### src/rtl/scope_capture_streamer.sv
// Captures a triggered burst of ADC samples and streams it as a framed packet
// (A5, 5A, length, samples) to a UART transmitter, one paced byte at a time.
module scope_capture_streamer #(
  parameter int DEPTH     = 64,
  parameter int BYTE_GAP  = 265000,
  parameter int PULSE_LEN = 4
) (
  input  logic       clk,
  input  logic       rst_n,
  input  logic [7:0] adc_data,
  input  logic       adc_valid,
  input  logic [7:0] trig_level,
  input  logic       arm,
  input  logic       force_trig,
  output logic [7:0] dataOut,
  output logic       sendOnLow,
  output logic       busy,
  output logic       done
);

  localparam int AW = $clog2(DEPTH);
  localparam int GW = $clog2(BYTE_GAP) + 1;
  localparam int IW = 9;
  localparam logic [IW-1:0] LAST_IDX = IW'(DEPTH + 2);
  localparam logic [7:0]    LEN_BYTE = 8'(DEPTH - 1);
  localparam logic [AW-1:0] LAST_WR  = AW'(DEPTH - 1);

  typedef enum logic [2:0] {
    S_IDLE,
    S_ARMED,
    S_CAPTURE,
    S_SEND,
    S_GAP
  } state_e;

  state_e        state_q, state_d;
  logic [7:0]    data_q, data_d;
  logic          sol_q, sol_d;
  logic          done_q, done_d;
  logic [AW-1:0] wr_ptr_q, wr_ptr_d;
  logic [IW-1:0] idx_q, idx_d;
  logic [GW-1:0] gap_q, gap_d;
  logic [7:0]    prev_q, prev_d;
  logic          seen_q, seen_d;

  logic [7:0]    mem [DEPTH];
  logic [7:0]    rd_q;
  logic          we;
  logic [AW-1:0] waddr;
  logic [AW-1:0] rd_addr;
  logic [7:0]    next_byte;
  logic          trig_hit;

  // Prefetch the payload byte for idx_q+1; SEND plus GAP always span at
  // least two edges, so rd_q is settled before the next byte is loaded.
  assign rd_addr = AW'(idx_q - IW'(2));

  always_ff @(posedge clk) begin
    if (we) begin
      mem[waddr] <= adc_data;
    end
    rd_q <= mem[rd_addr];
  end

  always_comb begin
    next_byte = rd_q;
    case (idx_q)
      IW'(0):  next_byte = 8'h5A;
      IW'(1):  next_byte = LEN_BYTE;
      default: next_byte = rd_q;
    endcase
  end

  // The first sample after arming only seeds prev_q, so a stale zero can
  // never fake a rising crossing.
  assign trig_hit = seen_q &&
                    (((prev_q < trig_level) && (adc_data >= trig_level)) || force_trig);

  always_comb begin
    state_d  = state_q;
    data_d   = data_q;
    sol_d    = sol_q;
    done_d   = 1'b0;
    wr_ptr_d = wr_ptr_q;
    idx_d    = idx_q;
    gap_d    = gap_q;
    prev_d   = prev_q;
    seen_d   = seen_q;
    we       = 1'b0;
    waddr    = wr_ptr_q;
    case (state_q)
      S_IDLE: begin
        if (arm) begin
          state_d = S_ARMED;
          prev_d  = 8'h00;
          seen_d  = 1'b0;
        end
      end
      S_ARMED: begin
        if (adc_valid) begin
          if (trig_hit) begin
            we       = 1'b1;
            waddr    = '0;
            wr_ptr_d = AW'(1);
            state_d  = S_CAPTURE;
          end else begin
            prev_d = adc_data;
            seen_d = 1'b1;
          end
        end
      end
      S_CAPTURE: begin
        if (adc_valid) begin
          we       = 1'b1;
          wr_ptr_d = wr_ptr_q + AW'(1);
          if (wr_ptr_q == LAST_WR) begin
            state_d = S_SEND;
            idx_d   = '0;
            data_d  = 8'hA5;
            sol_d   = 1'b0;
            gap_d   = '0;
          end
        end
      end
      S_SEND: begin
        gap_d = gap_q + GW'(1);
        if (gap_q == GW'(PULSE_LEN - 1)) begin
          sol_d   = 1'b1;
          state_d = S_GAP;
        end
      end
      S_GAP: begin
        if (gap_q == GW'(BYTE_GAP - 1)) begin
          if (idx_q == LAST_IDX) begin
            done_d  = 1'b1;
            state_d = S_IDLE;
          end else begin
            idx_d   = idx_q + IW'(1);
            data_d  = next_byte;
            sol_d   = 1'b0;
            gap_d   = '0;
            state_d = S_SEND;
          end
        end else begin
          gap_d = gap_q + GW'(1);
        end
      end
      default: state_d = S_IDLE;
    endcase
  end

  always_ff @(posedge clk or negedge rst_n) begin
    if (!rst_n) begin
      state_q  <= S_IDLE;
      data_q   <= 8'h00;
      sol_q    <= 1'b1;
      done_q   <= 1'b0;
      wr_ptr_q <= '0;
      idx_q    <= '0;
      gap_q    <= '0;
      prev_q   <= 8'h00;
      seen_q   <= 1'b0;
    end else begin
      state_q  <= state_d;
      data_q   <= data_d;
      sol_q    <= sol_d;
      done_q   <= done_d;
      wr_ptr_q <= wr_ptr_d;
      idx_q    <= idx_d;
      gap_q    <= gap_d;
      prev_q   <= prev_d;
      seen_q   <= seen_d;
    end
  end

  assign dataOut   = data_q;
  assign sendOnLow = sol_q;
  assign done      = done_q;
  assign busy      = (state_q != S_IDLE);

endmodule

### config.mk
export PLATFORM = sky130hd
export DESIGN_NAME = scope_capture_streamer
export DESIGN_NICKNAME = d
export VERILOG_FILES = /design/src/rtl/scope_capture_streamer.sv
export SDC_FILE = /design/constraint.sdc
export NUM_CORES = 1
export LEC_CHECK = 0
export ABC_AREA = 1
export BUFFER_PORTS_ARGS = -buffer_cell sky130_fd_sc_hd__buf_2
export CAP_MARGIN = 20
export CORE_MARGIN = 2
export CORE_UTILIZATION = 40
export DETAILED_ROUTE_END_ITERATION = 8
export SLEW_MARGIN = 20
export SYNTH_ARGS = -nofsm -noshare
export SYNTH_HDL_FRONTEND = slang
export SYNTH_SLANG_ARGS = --single-unit
### constraint.sdc
create_clock -name clk -period 2.9 [get_ports clk]
set_clock_uncertainty 0.05 [all_clocks]
set_input_delay 0.87 -clock clk [delete_from_list [all_inputs] [get_ports clk]]
set_output_delay 0.87 -clock clk [all_outputs]
set_load 0.01 [all_outputs]
Word-level counts from Yosys, hierarchy flattened. Memory sizes are Yosys's and may differ from the RTL's. A register that Yosys moved wholly into a read port is not among the register bits. Index checks and enable logic that the tools add are counted.

Output and inout bits: 11. Register bits after elaboration: 57. Memories: 1. Input bits: 21. Memory bits (writable): 512. Logic and storage cells: 106.

Add/sub/neg operators: 4. Eq/ne operators: 19. Order comparisons: 2. Reduce and logical (&&, ||, !) cells: 16. Muxes and demuxes: 55.

Memories: mem (depth 64, width 8, rd ports 1, clocked after memory_dff 1, write ports 1, line 46) `logic [7:0] mem [DEPTH];`.

Operators with widths (number): $mux 20 (4); $pmux 20 s3 (1); $mux 8 (7); $pmux 8 s2 (3); $mux 6 (6); $mux 9 (4); $mux 3 (7); $add 20x1->20 const B (1); $eq 20x19->1 const B (1); $eq 20x2->1 const B (1); $ne 2x2->1 const B (9); $pmux 9 s2 (1); $mux 1 (16); $pmux 3 s5 (1); $pmux 6 s2 (1); $reduce_and 4->1 (3); $add 9x1->9 const B (1); $eq 9x1->1 const B (1); $eq 9x7->1 const B (1); $logic_not 9->1 (1); $ge 8x8->1 (1); $lt 8x8->1 (1); $reduce_and 7->1 (1); $add 6x1->6 const B (1); other kinds (16) (22).

Longest topological paths before layout. Gate-level depths: netlist of the first run.

Depth after elaboration: 9. Depth in mapped cells: 17. Mapped depth without buffers: 16.

Worst setup path before layout of the first run. Ideal clock, no wire load.

Path kind: input to register. From: in trig_level[3]. To: mem mem[17][0], enable pin. Setup time: 0.370 ns. Required time: 2.480 ns. Arrival time: 2.615 ns. Cell stages on the path: 15. Setup slack: -0.135 ns. Buffers on the path: 1. Cell sequence: inv_1 -> ha_1 -> nand2_1 -> nor2_1 -> nor2_1 -> nand2_1 -> nand2_1 -> nand2_1 -> nand3_1 -> nand2_1 -> nand4_2 -> buf_2 -> o21ai_0 -> nand2_1 -> nor2_1.

Cells in the longest elaborated chain, start to end: 9. Elaborated cells on any way between the ends: 13. Classes of those cells: 2 x order compare; 8 x mux; 3 x reduce/logical.

Ends and longest elaborated chain: start, declared (line 12) `input logic [7:0] trig_level,`; $lt 8x8->1 or $ge 8x8->1 (tied branches) (line 77) `(((prev_q < trig_level) && (adc_data >= trig_level)) || force_trig);`; $logic_and 1x1->1 * (line 77); $logic_or 1x1->1 * (line 77); $logic_and 1x1->1 * (line 76) `assign trig_hit = seen_q &&`; $mux 1 (line 101) `if (trig_hit) begin`; $mux 1 (line 100) `if (adc_valid) begin`; $pmux 1 s2 (line 91) `case (state_q)`; $mux 1 (line 59) `if (we) begin`; $mux 1 (implied by the code) (line 60) `mem[waddr] <= adc_data;`; end, declared (line 46).

Mark *: on every way between the ends. The rest lies on a longest branch, timed or not.

Worst setup path in the final report of the first run.
From: in trig_level[2]. To: mem mem[8][0], enable pin.

The elaborated chain is that of the path after synthesis.

==> results of run 1 <==
## flip-flops by register name (all words and copies together) (netlist names)
| name | cells |
|---|---|
| gap_q | 20 |
| mem | 512 |
| sendOnLow | 1 |
| done | 1 |
| idx_q | 9 |
| seen_q | 1 |
| state_q | 3 |
| dataOut | 8 |
| prev_q | 8 |
| wr_ptr_q | 6 |
| rd_q | 8 |
## per-layer routing
metal  part of all wire [%]  track usage [%]
met1                     41             29.3
met2                     47             35.4
met3                    8.5             4.55
met4                    3.4             7.63
met5                      0                0
## power groups by stage
| stage | Sequential (mW) | Clock, mW | Combinational (mW) |
|---|---|---|---|
| 6_report | 9.06 | 7.67 | 0.318 |
| 5_1_grt | 9.05 | 8.11 | 0.337 |
| 4_1_cts | 9.06 | 7.76 | 0.313 |
| 3_5_place_dp | 9.23 | 0 | 0.312 |
| 3_3_place_gp | 9.23 | 0 | 0.312 |
| 2_1_floorplan | 9.23 | 0 | 0.0520 |
## layout by cell type (no fill, tap or decap), drive strengths merged, types with 64 or more instances in the layout
cell type / Yosys / routed
clkbuf: 66 / 79
buf: 52 / 181
edfxtp: 512 / 512
inv: 75 / 77
nor2: 407 / 407
o22ai: 65 / 65
o211ai: 67 / 67
o21ai: 326 / 326
nand2: 154 / 154
nand3: 64 / 64
## worst max-delay path: stages
cell     delay (ps)
buf_2            80
inv_1            90
buf_4           160
ha_1            290
nand2_1          80
inv_1            40
nand2_1          50
nand2_1          50
nand2_1          90
nand3_2         100
nand2_4         110
nand4_4         130
buf_6           160
buf_4           130
o41ai_2         100
inv_2           190
nor2_1          140
buf_4           170
## worst paths after layout
| check | start | endpoint | slack, ps | cells past startpoint |
|---|---|---|---|---|
| setup / recovery | trig_level[2] | mem[8][0] | 140 | 18 |
| hold / removal | rst_n | gap_q[7] | 220 | 1 |
| setup reg to reg | idx_q[1] | rd_q[4] | 240 | 10 |
| hold reg to reg | prev_q[0] | prev_q[0] | 430 | 2 |
| max in group asynchronous | rst_n | sendOnLow | 1890 | 2 |
| min in group clk | prev_q[0] | prev_q[0] | 430 | 2 |
## logic make-up (layout without fill, tap and decap cells)
logic type | after synthesis | after routing | synth area share, %
compound gates | 544 | 544 | 13.3
xor+xnor | 17 | 17 | 0.643
fa+ha+maj | 23 | 23 | 1.18
buf+inv | 194 | 366 | 3.59
flops | 577 | 577 | 69.8
simple gates | 671 | 672 | 11.5
## repair_timing
item / in CTS / in global routing
pin swaps: 0 / 6
endpoints found under the hold margin: 0 / 0
resized for setup: 1 / 16
buffers inserted: 0 / 0
endpoints found under the setup margin: 24 / 218
cloned: 0 / 1
## cell type report
type / instances / area, um2
Clock buffer: 78 / 1650
Clock inverter: 30 / 304
Fill cell: 5255 / 31900
Inverter: 76 / 293
Multi-Input combinational cell: 1256 / 6560
Sequential cell: 577 / 17000
Tap cell: 782 / 978
Timing Repair Buffer: 182 / 1570
==> metrics.cfg, run 1 <==
[global_route]
grt_pass1_vias=16700
grt-ovfl-total=0
antenna_found_initial=0
track_usage_pct=21.9
grt_max_degree=112
grt_pass1_wl_mm=103

[logic_synthesis]
yosys-top-cells-count=edfxtp_1, nor2_1, o21ai_0, nand2_1, o211ai_1
synth_seq_area_share_pct=69.8
yosysTopAreaCell=edfxtp_1
synth.area.top_cells=edfxtp_1, o21ai_0, nor2_1, dfrtp_1, nand2_1
synthCells=2026
yosys.area.top_type_share_pct=63.2
syn_area_per_cell_um2=12.0
synth_seq_cells=577
yosys.cell_count.top_type=edfxtp_1
ys_types=49
synthFlopType=edfxtp_1
synth_edf_count=512
synthArstFlopShare_pct=9.88
netlist_area_um2=24300
syn_nets=2070
ys_warn_count=0

[hold_path]
min_path_type=primary input to asynchronous set/reset pin

[worst_setup_path]
cp-end-kind=register
crit_type=primary input to register
required_ps=3180
cp_max_fo=8
crit_arrival_ps=3040
cp-start-kind=primary input

[clocking]
postCtsHoldBufs=0
clockBufferDepth=3
htree_levels=2
numCtsBuffers=59
path_clk_slew_ps=60
root_buffer=clkbuf_16
cts_sinks=577
clkLatencyLatePin_ps=640
cts_tree=yes

[layout]
n_antenna_cell=0
final_cells=2981
layout.nets=2196
drive_above_1_share_pct=15.4
final_area_um2=28300
final_util_pct=47.0
area_growth_pct=16.5

[sta]
min_period_over_period_pct=95.3
finalSetupTns_ps=0
timing.final.ws_setup_ps=138
tightest_slew_ps=976
finalHoldViolations=0
period_needed_ps=2760
holdWs_ps=222
report.final.slew_viol_count=0
maxSlewHeadroom_pct=34.9
fmax_ghz=0.362
setup_viol_count_final=0

[pwr]
combPwrFrac_pct=1.9
clkPwrFrac_pct=45.0
ir_drop_mv=0.452
leakage_nw=9.80
p_int_mw=13.5
p_total_mw=17.0
p_sw_share_pct=20.5
pwr-share-seq_pct=53.1
p_per_area_nw_per_um2=602
p_switching_mw=3.50

[die]
ios=32
core-area_um2=60200
initial_core_util_pct=40.4
die_height_um=251
dieWidth_um=251
rows=90
die_area_um2=62800

[route]
vias=17000
drtIter0Drc=1933
drtAntennaViolNets=0
via_per_inst=5.69
dr.pass1.iters=6
wirelength_mm=69.1
drcViolationCount=0
avgRoutedWirePerCell_um=23.2

[place]
dp_cells=2872
gp_congestion=0.946
io_buffers=31
dpl-instance-area_um2=26300
preCtsSetupSlack_ps=-655
place.detailed.hpwl_mm=43.4

[job]
maxCapViolCount=0

[run_status]
outcome=finished, final reports clean

Power figures use the tool's default switching activity.
==> run 2: changes to the inputs <==
--- a/config.mk
+++ b/config.mk
@@ -11,6 +11,7 @@
 export CORE_MARGIN = 2
 export CORE_UTILIZATION = 40
 export DETAILED_ROUTE_END_ITERATION = 8
+export REMOVE_ABC_BUFFERS = 1
 export SLEW_MARGIN = 20
 export SYNTH_ARGS = -nofsm -noshare
 export SYNTH_HDL_FRONTEND = slang
==> run 2 against run 1 <==
  * Worst hold slack lost 180 ps
  * Clock power shrank 0.5%
  * Die area is the same
  * Sequential cell count is the same
  * Sequential power is essentially flat
  * Combinational power shrank 3%
  * Register-to-register slack gained 20 ps
  * Count of clock-buffer cells in the layout shrank 11
  * Critical path type unchanged
  * Highest routed layer unchanged
==> metrics.cfg, run 2 (synthesized netlist as in run 1, its figures left out) <==
[global_route]
track_usage_pct=21.6  ; was 21.9%
grt-ovfl-total=0  ; unchanged
antenna_found_initial=1  ; was 0
grt_pass1_vias=16800  ; was 16.7k
grt_pass1_wl_mm=103  ; about the same
grt_max_degree=113  ; was 112

[route]
via_per_inst=5.64  ; was 5.69
drtIter0Drc=1867  ; was 1933
wl_met3_mm=5.44  ; was 5.87 mm
wirelength_mm=68.2  ; was 69.1 mm
dr.pass1.iters=7  ; was 6
drtAntennaViolNets=0  ; unchanged
highest_layer=met4  ; unchanged
drcViolationCount=0  ; unchanged
vias=16900  ; was 17.0k
met2WireLength_mm=31.5  ; was 32.2 mm
wl_met1_mm=28.7  ; was 28.6 mm
avgRoutedWirePerCell_um=22.8  ; was 23.2 um

[die]
core-area_um2=60200  ; unchanged
initial_core_util_pct=40.4  ; unchanged
die_height_um=251  ; unchanged
dieWidth_um=251  ; unchanged
rows=90  ; unchanged
die_area_um2=62800  ; unchanged
ios=32  ; unchanged

[worst_setup_path]
rrSetupSlack_ps=260  ; was 240 ps
cp_max_fo=8  ; unchanged
cp-end-kind=register  ; unchanged
cp-start-kind=primary input  ; unchanged
required_ps=3190  ; was 3180 ps
crit_type=primary input to register  ; unchanged
crit_arrival_ps=3120  ; was 3040 ps

[run_status]
outcome=finished, final reports clean  ; unchanged

[pwr]
p_total_mw=17.0  ; about the same
leakage_nw=9.85  ; was 9.80 nW
p_per_area_nw_per_um2=599  ; was 602 nW/um2
ir_drop_mv=0.448  ; was 0.452 mV

[hold_path]
min_path_type=primary input to asynchronous set/reset pin  ; unchanged

[place]
place.detailed.hpwl_mm=43.4  ; about the same
io_buffers=31  ; unchanged
gp_congestion=0.941  ; was 0.946
dp_cells=2882  ; was 2872

[layout]
layout.nets=2208  ; was 2196
top_register=mem  ; unchanged
layout.cells.most_common=edfxtp_1  ; unchanged
drive_above_1_share_pct=15.6  ; was 15.4%
n_antenna_cell=0  ; unchanged
reg_top3=mem (512), gap_q (20), idx_q (9)  ; unchanged
final_cells=2997  ; was 2981
largest_reg_flops=512  ; unchanged
area_growth_pct=16.7  ; was 16.5%
final_cell_mix=edfxtp_1, nor2_1, o21ai_0  ; unchanged

[clocking]
numCtsBuffers=59  ; unchanged
clkLatencyLatePin_ps=640  ; about the same
cts_tree=yes  ; unchanged
root_buffer=clkbuf_16  ; unchanged
postCtsHoldBufs=0  ; unchanged
htree_levels=2  ; unchanged
path_clk_slew_ps=60  ; about the same
cts_sinks=577  ; unchanged
clockBufferDepth=3  ; unchanged

[sta]
tightest_slew_ps=913  ; was 976 ps
maxSlewHeadroom_pct=39.2  ; was 34.9%
fmax_ghz=0.353  ; was 0.362 GHz
setup_viol_count_final=0  ; unchanged
finalHoldViolations=0  ; unchanged
min_period_over_period_pct=97.7  ; was 95.3%
period_needed_ps=2830  ; was 2760 ps
report.final.slew_viol_count=0  ; unchanged

[job]
maxCapViolCount=0  ; unchanged

## run 2: cell count changes in the layout (fill, tap and decap cells not counted), sizes merged
cell	before	now
clkinv	15	28
inv	77	80
bufinv	5	7
clkinvlp	9	6
clkbuf	79	70
nand4	24	23
buf	181	192
## run 2: cell type report
type	instances	area, um2
multi-input combinational	1255	6550
inverter	76	297
timing repair buffer	195	1640
clock buffer	67	1530
sequential	577	17000
fill	5349	31900
clock inverter	45	422
tap	782	978
## run 2: through the flow
stage	hold slack [ps]	instance area (um2)	utilization, %	setup WS, ps	setup TNS, ps
after floorplan	392	23700	-	-5620	-389740
after global placement	413	26300	43.6	-581	-242380
after detailed placement	420	26300	43.6	-606	-245050
after CTS	16.6	28200	46.9	32.0	0
after global routing	36.4	28400	47.1	-53.2	-5060
final	37.7	28400	47.1	67.6	0
## run 2: metal layers
| layer | track usage (%) | vias up |
|---|---|---|
| met3 | 3.40 | 126 |
| met1 | 30.0 | 8336 |
| li1 | - | 7728 |
| met5 | 0 | - |
| met4 | 8.71 | 0 |
| met2 | 34.3 | 723 |
## run 2: final timing paths
kind	start	to	cells after the start
setup / recovery	adc_data[3]	mem[21][2]	19
setup reg to reg	prev_q[7]	mem[41][3]	13
min in group clk	prev_q[1]	prev_q[1]	2
hold / removal	rst_n	seen_q	1
hold reg to reg	prev_q[1]	prev_q[1]	2
max in group asynchronous	rst_n	sendOnLow	2
## run 2: what timing repair did
item                                   4_1_cts  5_1_grt
endpoints found under the hold margin        0        0
setup buffers                                0        2
gates resized for setup                      0       24
setup endpoints to repair                    0      367
## run 2: where the power goes
part	total (mW)	leakage, nW	internal (mW)	switching [mW]
logic	0.308	3.52	0.0583	0.250
registers	9.06	5.39	9.05	0.00824
clock network	7.63	0.945	4.41	3.22
total	17.0	9.85	13.5	3.48
## run 2: critical path: stages
cell and delay, ps:
clkbuf_4 190, ha_4 260, nand2_1 70, nand2_1 70
nor2_1 150, nand2_1 80, nand2_1 60, nand2_1 40
nand3_1 80, nand2_2 80, nand4_4 100, buf_12 120
clkbuf_16 120, nand2_1 50, nor2_2 140, nand2_2 100
buf_4 170, nor2_1 120, buf_4 200
